===== src/rtl/context_scheduler_if.sv =====
// Handshake/status bundle between a core's context scheduler and its fetcher, LSU and thread units.
// master = environment driving the scheduler, slave = the scheduler itself.
interface context_scheduler_if #(
  parameter int PC_BITS = 8
);
  logic               start;
  logic [1:0]         ctx_valid;
  logic [7:0]         block_id_0;
  logic [7:0]         block_id_1;
  logic               fetch_done;
  logic               mem_pending;
  logic               decoded_ret;
  logic [PC_BITS-1:0] next_pc;
  logic [2:0]         core_state;
  logic               active_context;
  logic [7:0]         block_id;
  logic [PC_BITS-1:0] current_pc;
  logic [1:0]         ctx_done;
  logic               done;

  modport master (
    output start, ctx_valid, block_id_0, block_id_1, fetch_done, mem_pending,
           decoded_ret, next_pc,
    input  core_state, active_context, block_id, current_pc, ctx_done, done
  );

  modport slave (
    input  start, ctx_valid, block_id_0, block_id_1, fetch_done, mem_pending,
           decoded_ret, next_pc,
    output core_state, active_context, block_id, current_pc, ctx_done, done
  );
endinterface


===== src/rtl/context_scheduler.sv =====
// Two-context per-core sequencer: runs the instruction state machine, keeps a saved PC per context
// and swaps contexts at instruction boundaries. Define SCHED_CTX_SWITCH_EN for memory-bound swaps.
module context_scheduler #(
  parameter int PC_BITS          = 8,
  parameter int WAIT_CNT_BITS    = 4,
  parameter int SWITCH_THRESHOLD = 4
) (
  input logic                clk,
  input logic                reset,
  context_scheduler_if.slave bus
);

  typedef enum logic [2:0] {
    IDLE    = 3'b000,
    FETCH   = 3'b001,
    DECODE  = 3'b010,
    REQUEST = 3'b011,
    WAIT    = 3'b100,
    EXECUTE = 3'b101,
    UPDATE  = 3'b110,
    DONE    = 3'b111
  } state_t;

  state_t                   state_q, state_d;
  logic                     active_q, active_d;
  logic [1:0][PC_BITS-1:0]  pc_q, pc_d;
  logic [1:0]               ctx_done_q, ctx_done_d;
  logic                     done_q, done_d;
  logic                     other;
  logic                     other_runnable;
  logic                     mem_bound;

  assign other          = ~active_q;
  assign other_runnable = ~ctx_done_q[other];

`ifdef SCHED_CTX_SWITCH_EN
  localparam logic [WAIT_CNT_BITS-1:0] CNT_MAX = '1;

  logic [WAIT_CNT_BITS-1:0] wait_cnt_q, wait_cnt_d;

  // Counts memory-stalled WAIT cycles of the current instruction; saturates rather than wrapping.
  always_comb begin
    wait_cnt_d = wait_cnt_q;
    if (state_q == REQUEST)
      wait_cnt_d = '0;
    else if (state_q == WAIT && bus.mem_pending && wait_cnt_q != CNT_MAX)
      wait_cnt_d = wait_cnt_q + WAIT_CNT_BITS'(1);
  end

  always_ff @(posedge clk) begin
    if (reset) wait_cnt_q <= '0;
    else       wait_cnt_q <= wait_cnt_d;
  end

  assign mem_bound = (wait_cnt_q >= WAIT_CNT_BITS'(SWITCH_THRESHOLD));
`else
  logic unused_cfg;
  assign unused_cfg = (WAIT_CNT_BITS > 0) && (SWITCH_THRESHOLD > 0);
  assign mem_bound  = 1'b0;
`endif

  always_comb begin
    state_d    = state_q;
    active_d   = active_q;
    pc_d       = pc_q;
    ctx_done_d = ctx_done_q;
    done_d     = done_q;
    case (state_q)
      IDLE: begin
        if (bus.start) begin
          ctx_done_d = ~bus.ctx_valid;
          if (bus.ctx_valid == 2'b00) begin
            state_d = DONE;
            done_d  = 1'b1;
          end else begin
            active_d = ~bus.ctx_valid[0];
            state_d  = FETCH;
          end
        end
      end
      FETCH:   if (bus.fetch_done) state_d = DECODE;
      DECODE:  state_d = REQUEST;
      REQUEST: state_d = WAIT;
      WAIT:    if (!bus.mem_pending) state_d = EXECUTE;
      EXECUTE: state_d = UPDATE;
      // Only edge where active_context may change, so an instruction never straddles two contexts.
      UPDATE: begin
        pc_d[active_q] = bus.next_pc;
        state_d        = FETCH;
        if (bus.decoded_ret) begin
          ctx_done_d[active_q] = 1'b1;
          if (other_runnable) begin
            active_d = other;
          end else begin
            state_d = DONE;
            done_d  = 1'b1;
          end
        end else if (mem_bound && other_runnable) begin
          active_d = other;
        end
      end
      DONE:    done_d = 1'b1;
      default: state_d = IDLE;
    endcase
  end

  always_ff @(posedge clk) begin
    if (reset) begin
      state_q    <= IDLE;
      active_q   <= 1'b0;
      pc_q       <= '0;
      ctx_done_q <= 2'b00;
      done_q     <= 1'b0;
    end else begin
      state_q    <= state_d;
      active_q   <= active_d;
      pc_q       <= pc_d;
      ctx_done_q <= ctx_done_d;
      done_q     <= done_d;
    end
  end

  assign bus.core_state     = state_q;
  assign bus.active_context = active_q;
  assign bus.block_id       = active_q ? bus.block_id_1 : bus.block_id_0;
  assign bus.current_pc     = pc_q[active_q];
  assign bus.ctx_done       = ctx_done_q;
  assign bus.done           = done_q;

endmodule

===== src/flat_wrapper.sv =====
// flat-port wrapper written by rule: the top's interface ports become plain ports
module context_scheduler_flat 
#(
  parameter int PC_BITS          = 8,
  parameter int WAIT_CNT_BITS    = 4,
  parameter int SWITCH_THRESHOLD = 4
)
  (clk, reset, bus_start, bus_ctx_valid, bus_block_id_0, bus_block_id_1, bus_fetch_done, bus_mem_pending, bus_decoded_ret, bus_next_pc, bus_core_state, bus_active_context, bus_block_id, bus_current_pc, bus_ctx_done, bus_done);
  context_scheduler_if #(.PC_BITS(PC_BITS)) bus_i ();
  input logic clk;
  input logic reset;
  input wire logic [$bits(bus_i.start)-1:0] bus_start;
  input wire logic [$bits(bus_i.ctx_valid)-1:0] bus_ctx_valid;
  input wire logic [$bits(bus_i.block_id_0)-1:0] bus_block_id_0;
  input wire logic [$bits(bus_i.block_id_1)-1:0] bus_block_id_1;
  input wire logic [$bits(bus_i.fetch_done)-1:0] bus_fetch_done;
  input wire logic [$bits(bus_i.mem_pending)-1:0] bus_mem_pending;
  input wire logic [$bits(bus_i.decoded_ret)-1:0] bus_decoded_ret;
  input wire logic [$bits(bus_i.next_pc)-1:0] bus_next_pc;
  output wire logic [$bits(bus_i.core_state)-1:0] bus_core_state;
  output wire logic [$bits(bus_i.active_context)-1:0] bus_active_context;
  output wire logic [$bits(bus_i.block_id)-1:0] bus_block_id;
  output wire logic [$bits(bus_i.current_pc)-1:0] bus_current_pc;
  output wire logic [$bits(bus_i.ctx_done)-1:0] bus_ctx_done;
  output wire logic [$bits(bus_i.done)-1:0] bus_done;
  assign bus_i.start = bus_start;
  assign bus_i.ctx_valid = bus_ctx_valid;
  assign bus_i.block_id_0 = bus_block_id_0;
  assign bus_i.block_id_1 = bus_block_id_1;
  assign bus_i.fetch_done = bus_fetch_done;
  assign bus_i.mem_pending = bus_mem_pending;
  assign bus_i.decoded_ret = bus_decoded_ret;
  assign bus_i.next_pc = bus_next_pc;
  assign bus_core_state = bus_i.core_state;
  assign bus_active_context = bus_i.active_context;
  assign bus_block_id = bus_i.block_id;
  assign bus_current_pc = bus_i.current_pc;
  assign bus_ctx_done = bus_i.ctx_done;
  assign bus_done = bus_i.done;
  context_scheduler #(.PC_BITS(PC_BITS), .WAIT_CNT_BITS(WAIT_CNT_BITS), .SWITCH_THRESHOLD(SWITCH_THRESHOLD)) u_core (.clk(clk), .reset(reset), .bus(bus_i));
endmodule

===== config.mk =====
export PLATFORM = sky130hd
export DESIGN_NAME = context_scheduler_flat
export DESIGN_NICKNAME = d
export VERILOG_FILES = /design/src/rtl/context_scheduler_if.sv /design/src/rtl/context_scheduler.sv /design/src/flat_wrapper.sv
export SDC_FILE = /design/constraint.sdc
export NUM_CORES = 1
export LEC_CHECK = 0
export BUFFER_PORTS_ARGS = -buffer_cell sky130_fd_sc_hd__buf_4
export CAP_MARGIN = 20
export CORE_ASPECT_RATIO = 0.8
export CORE_MARGIN = 2
export CORE_UTILIZATION = 46
export CTS_CLUSTER_DIAMETER = 150
export DETAILED_ROUTE_END_ITERATION = 12
export PLACE_DENSITY = 0.78
export SYNTH_ARGS = -nofsm -noshare
export SYNTH_HDL_FRONTEND = slang
export SYNTH_SLANG_ARGS = --single-unit

===== constraint.sdc =====
create_clock -name clk -period 1.55 [get_ports clk]
set_input_delay 0.0775 -clock clk [delete_from_list [all_inputs] [get_ports clk]]
set_output_delay 0.0775 -clock clk [all_outputs]
set_load 0.02 [all_outputs]

Word-level counts from Yosys, hierarchy flattened
Cells that the tools add are included.
{ "totals": {"register_bits": 23, "inputBits": 32, "out_inout_bits": 23} }
{ "classes": {"magnitude_cmp": 3, "reduce_logical": 10, "mux": 30, "n_bitwise": 4, "n_eq_ne": 15} }
{ "op_table": {"columns": ["cell", "n"], "rows": [
  ["$mux 8", 4],
  ["$pmux 3 s7", 1],
  ["$mux 3", 6],
  ["$bwmux 16", 1],
  ["$eq 3x3->1 const B", 4],
  ["$ne 2x2->1 const B", 6],
  ["$mux 1", 11],
  ["$reduce_and 5->1", 2],
  ["$demux 8 s1", 1],
  ["$reduce_bool 7->1", 1],
  ["$eq 3x2->1 const B", 2],
  ["$lt 1x2->1 const B", 2],
  ["$mux 2", 2],
  ["$ne 2x1->1 const B", 2],
  ["$pmux 2 s2", 1],
  ["$reduce_and 4->1", 1],
  ["$eq 3x1->1 const B", 1],
  ["$logic_not 3->1", 1],
  ["$pmux 1 s3", 1],
  ["$reduce_and 3->1", 1],
  ["$reduce_bool 3->1", 1],
  ["$logic_not 2->1", 1],
  ["$not 1->1", 2],
  ["$not 2->2", 1],
  ["6 further kinds", 6]
]} }

Depth between registers and ports, before layout
{ "depth": {"depth_word": 7, "depth_mapped": 6, "ltp_nobuf": 4} }

Worst setup path before layout
Ideal clock, no wire load.
{ "synth_path": {"kind": "flip-flop to output port", "startpoint": "register u_core.active_q, in the netlist u_core.bus.active_context", "endpoint": "output bus_block_id[0]", "path_stages_with_launch": 4, "t_required_ps": 1472, "arrival_time_ps": 1334, "setup_slack_ps": 138, "path_cell_list": "dfxtp_1 buf_2 buf_2 mux2_2"} }
{ "synth_between": {"elab_chain_cells": 1} }
{ "synth_rtl": {"columns": ["item", "line", "rtl"], "rows": [
  ["from (decl)", "context_scheduler.sv:25", "logic active_q, active_d;"],
  ["from (signal assigned)", "context_scheduler.sv:116", "active_q <= active_d;"],
  ["$mux 8", "context_scheduler.sv:125", "assign bus.block_id = active_q ? bus.block_id_1 : bus.block_id_0;"],
  ["to (decl)", "flat_wrapper.sv:22", "output wire logic [$bits(bus_i.block_id)-1:0] bus_block_id;"]
]} }
Every way passes these cells.

Final worst setup path
{ "layout_path": {"startpoint": "register u_core.active_q, in the netlist u_core.bus.active_context", "endpoint": "output bus_current_pc[1]"} }
{ "layout_between": {"elab_chain_cells": 2} }
{ "layout_rtl": {"columns": ["item", "line", "rtl"], "rows": [
  ["$mux 8 (implied by the code) (2 in series)", "context_scheduler.sv:126", "assign bus.current_pc = pc_q[active_q];"],
  ["to (decl)", "flat_wrapper.sv:23", "output wire logic [$bits(bus_i.current_pc)-1:0] bus_current_pc;"]
]} }
Every way passes these cells. The select of a mux whose other input is x is not followed.

==> metrics.csv <==
stage;metric;value;unit
yosys;syn_avg_cell_area;8.61;um2
yosys;synth.area.top_cells;dfxtp_1 37%, mux2_2 15%, nand2_1 10%;
power_and_ir_drop;p_leak;0.769;nW
sta;max_slew.worst_pin.slew;0.350;ns
worst_setup_path;criticalPathCategory;register to output pin;
yosys;synth-seq-cells;23;
floorplan;die_y;50.6;um
worst_setup_path;required;1.47;ns
worst_setup_path;worstPathMaxFanout;12;
floorplan;initial_core_util;0.499;
yosys;async_reset_ff_frac;0;
job;max-cap-violations;0;
sta;period_minus_slack;1.44;ns
min_path;whs_endpoint;u_core.pc_q[12]$_SDFFE_PP0P_;
global_routing;groute.usage.overall;0.224;
place;routabilityCongestion;0.812;
global_routing;grt_pass1_wl;5510;um
yosys;ys.flop_type;dfxtp_1;
power_and_ir_drop;ir_drop;0.607;mV
floorplan;io_pins;55;
worst_setup_path;timing.rr.end;u_core.pc_q[11]$_SDFFE_PP0P_;
clock_network;cts_tree;built;
yosys;syn-cell-area;1250;um2
power_and_ir_drop;power_density;1020;nW/um2
clock_network;clk-insertion-delay-late;0.32;ns
sta;hold_viol;0;
min_path;min_path_type;primary input to register;
clock_network;postCtsSetupBuffers;0;
yosys;synth_most_common_cell;nand2_1;
sta;skew;0.00359;ns
clock_network;path_clk_slew;0.12;ns
clock_network;cts_max_level;1;
place;place_ws;0.118;ns
sta;slew_headroom;0.766;
min_path;min_path_cells;3;
outcome;outcome;completed;
worst_setup_path;arrival;1.36;ns
worst_setup_path;start_kind;register;
global_routing;grt_max_degree;24;
floorplan;fp.dieW;62.3;um
sta;max_freq;0.694;GHz
sta;slew_viol_final;0;
sta;setup_ws;0.108;ns
min_path;hold_path_startpoint;bus_next_pc[4];
floorplan;dieArea;3150;um2
detailed_routing;drt-pass1-iter-count;5;
yosys;synth_cells;145;
yosys;ys_seq_area_frac;0.369;
global_routing;grt_overflow;0;
cells_and_area;nFillCells;195;
place;numPortBuffers;54;
sta;fin_tns_setup;0;ns
yosys;synth_edf_count;0;
sta;hold_ws;0.00619;ns
worst_setup_path;worstRegToRegCells;4;
detailed_routing;drc;0;
detailed_routing;detail_route.vias_per_cell;5.16;
yosys;yosys.area.top_type_share;0.369;
detailed_routing;vias;1258;
cells_and_area;diodes;0;
worst_setup_path;rrSetupSlack;0.19;ns
sta;finalCritPeriodShare;0.930;
sta;rsz0062_at_grt;false;
detailed_routing;drtIter0Drc;24;
yosys;ys_types;30;
worst_setup_path;end_kind;output pin;
cells_and_area;drive_gt1_frac;0.438;
clock_network;cts_made_buffers;3;
yosys;yosys-top-cells-count;34 x nand2_1, 23 x dfxtp_1, 21 x a21oi_1, 17 x mux2_2;
clock_network;clock-sinks;23;
yosys;yosysTopAreaCell;dfxtp_1;
floorplan;core_area;2500;um2
cells_and_area;final_area;1800;um2
place;dp_hpwl;2380;um
cells_and_area;layout-area-overhead-vs-synth;44.1;%
cells_and_area;final_nets;241;
detailed_routing;ant_nets;0;
sta;finalSetupViolations;0;
yosys;yosysWarnings;0;
worst_setup_path;r2r_start;u_core.bus.core_state[2]$_SDFFE_PP0P_;
detailed_routing;wire_per_inst;13.5;um
place;dpl_cell_area;1680;um2
clock_network;clockBufferDepth;2;
floorplan;num_rows;16;
global_routing;antenna_found_initial;0;
clock_network;cts_root_buffer;clkbuf_4;
global_routing;grt_pass1_vias;1211;
yosys;synth_nets;177;
detailed_routing;wl;3280;um
-- logic make-up (layout without fill, tap and decap cells) --
family,after synthesis,count (layout),synth area share
AND/OR/NAND/NOR,54,54,0.201
AO/OA/AOI/OAI,37,37,0.198
flip-flops,23,23,0.369
multiplexers,20,20,0.177
buffers and inverters,11,74,0.0541
-- stage by stage --
step	cells	util	total power [mW]
3_3_place_gp	232	0.673	1.52
3_5_place_dp	232	0.673	1.53
2_1_floorplan	145	-	1.27
6_report	244	0.719	1.83
4_1_cts	242	0.708	1.82
5_1_grt	244	0.719	1.95
-- final cells by class --
cell class | instances | area [um2] | area share
inverter | 2 | 7.51 | 0.00417
tap | 36 | 45.0 | 0.0250
timing repair buffer | 68 | 534 | 0.297
multi-input combinational | 111 | 723 | 0.402
clock buffer | 4 | 26.3 | 0.0146
sequential | 23 | 463 | 0.257
-- power breakdown --
group	switching [mW]	internal, mW	total [mW]
Combinational	0.404	0.414	0.819
Clock	0.182	0.101	0.282
Sequential	0.0816	0.647	0.729
-- cells in the final DEF, fill, tap and decap left out --
cell type / instances
dfxtp_1: 21
nor2b_1: 5
o21ai_0: 5
nor2_2: 2
dfxtp_2: 2
a2111oi_2: 1
nor2_1: 4
or2_2: 1
a31oi_1: 2
a21oi_2: 1
mux2i_1: 3
dlygate4sd3_1: 8
o221ai_1: 1
clkbuf_4: 3
o2bb2ai_4: 1
nand3_1: 1
and2b_1: 1
nand3b_4: 1
buf_6: 1
a21boi_0: 1
a21oi_1: 21
nor3_1: 2
clkbuf_1: 1
o31ai_1: 1
a311oi_2: 1
nand2b_1: 2
buf_4: 59
mux2_2: 17
nand2_2: 1
nand2_1: 34
o21a_1: 2
inv_1: 2
-- registers in the layout, indices dropped and copies added (netlist names) --
name / flops
u_core.bus.done: 1
u_core.pc_q: 16
u_core.bus.core_state: 3
u_core.bus.active_context: 1
u_core.bus.ctx_done: 2
-- worst max-delay path: stages (launching register included) --
cell and delay, ns:
dfxtp_2 0.37, buf_6 0.16, mux2_2 0.36, buf_4 0.16
-- metal layers --
| metal | GRT usage | vias up | wire length (um) |
|---|---|---|---|
| li1 | - | 625 | - |
| met1 | 0.244 | 578 | 1360 |
| met5 | 0 | - | 0 |
| met2 | 0.428 | 48 | 1660 |
| met3 | 0.0628 | 7 | 226 |
| met4 | 0.0667 | 0 | 42 |
-- how the worst max path moves through the flow --
| stage | start | to | cells past startpoint |
|---|---|---|---|
| floorplan | u_core.bus.active_context$_SDFFE_PP0P_ | bus_block_id[0] | 3 |
| global placement | u_core.bus.core_state[0]$_SDFFE_PP0P_ | u_core.bus.core_state[2]$_SDFFE_PP0P_ | 4 |
| detailed placement | u_core.bus.core_state[2]$_SDFFE_PP0P_ | u_core.pc_q[9]$_SDFFE_PP0P_ | 4 |
| CTS | u_core.bus.active_context$_SDFFE_PP0P_ | bus_current_pc[1] | 3 |
| global route | u_core.bus.active_context$_SDFFE_PP0P_ | bus_block_id[1] | 3 |
| finish | u_core.bus.active_context$_SDFFE_PP0P_ | bus_current_pc[1] | 3 |
-- timing repair --
action,CTS,global route
gates resized for setup,0,4
hold endpoints to repair,9,2
endpoints found under the setup margin,0,17
hold buffers,6,2
No activity file was read; power rests on OpenSTA's default activity.
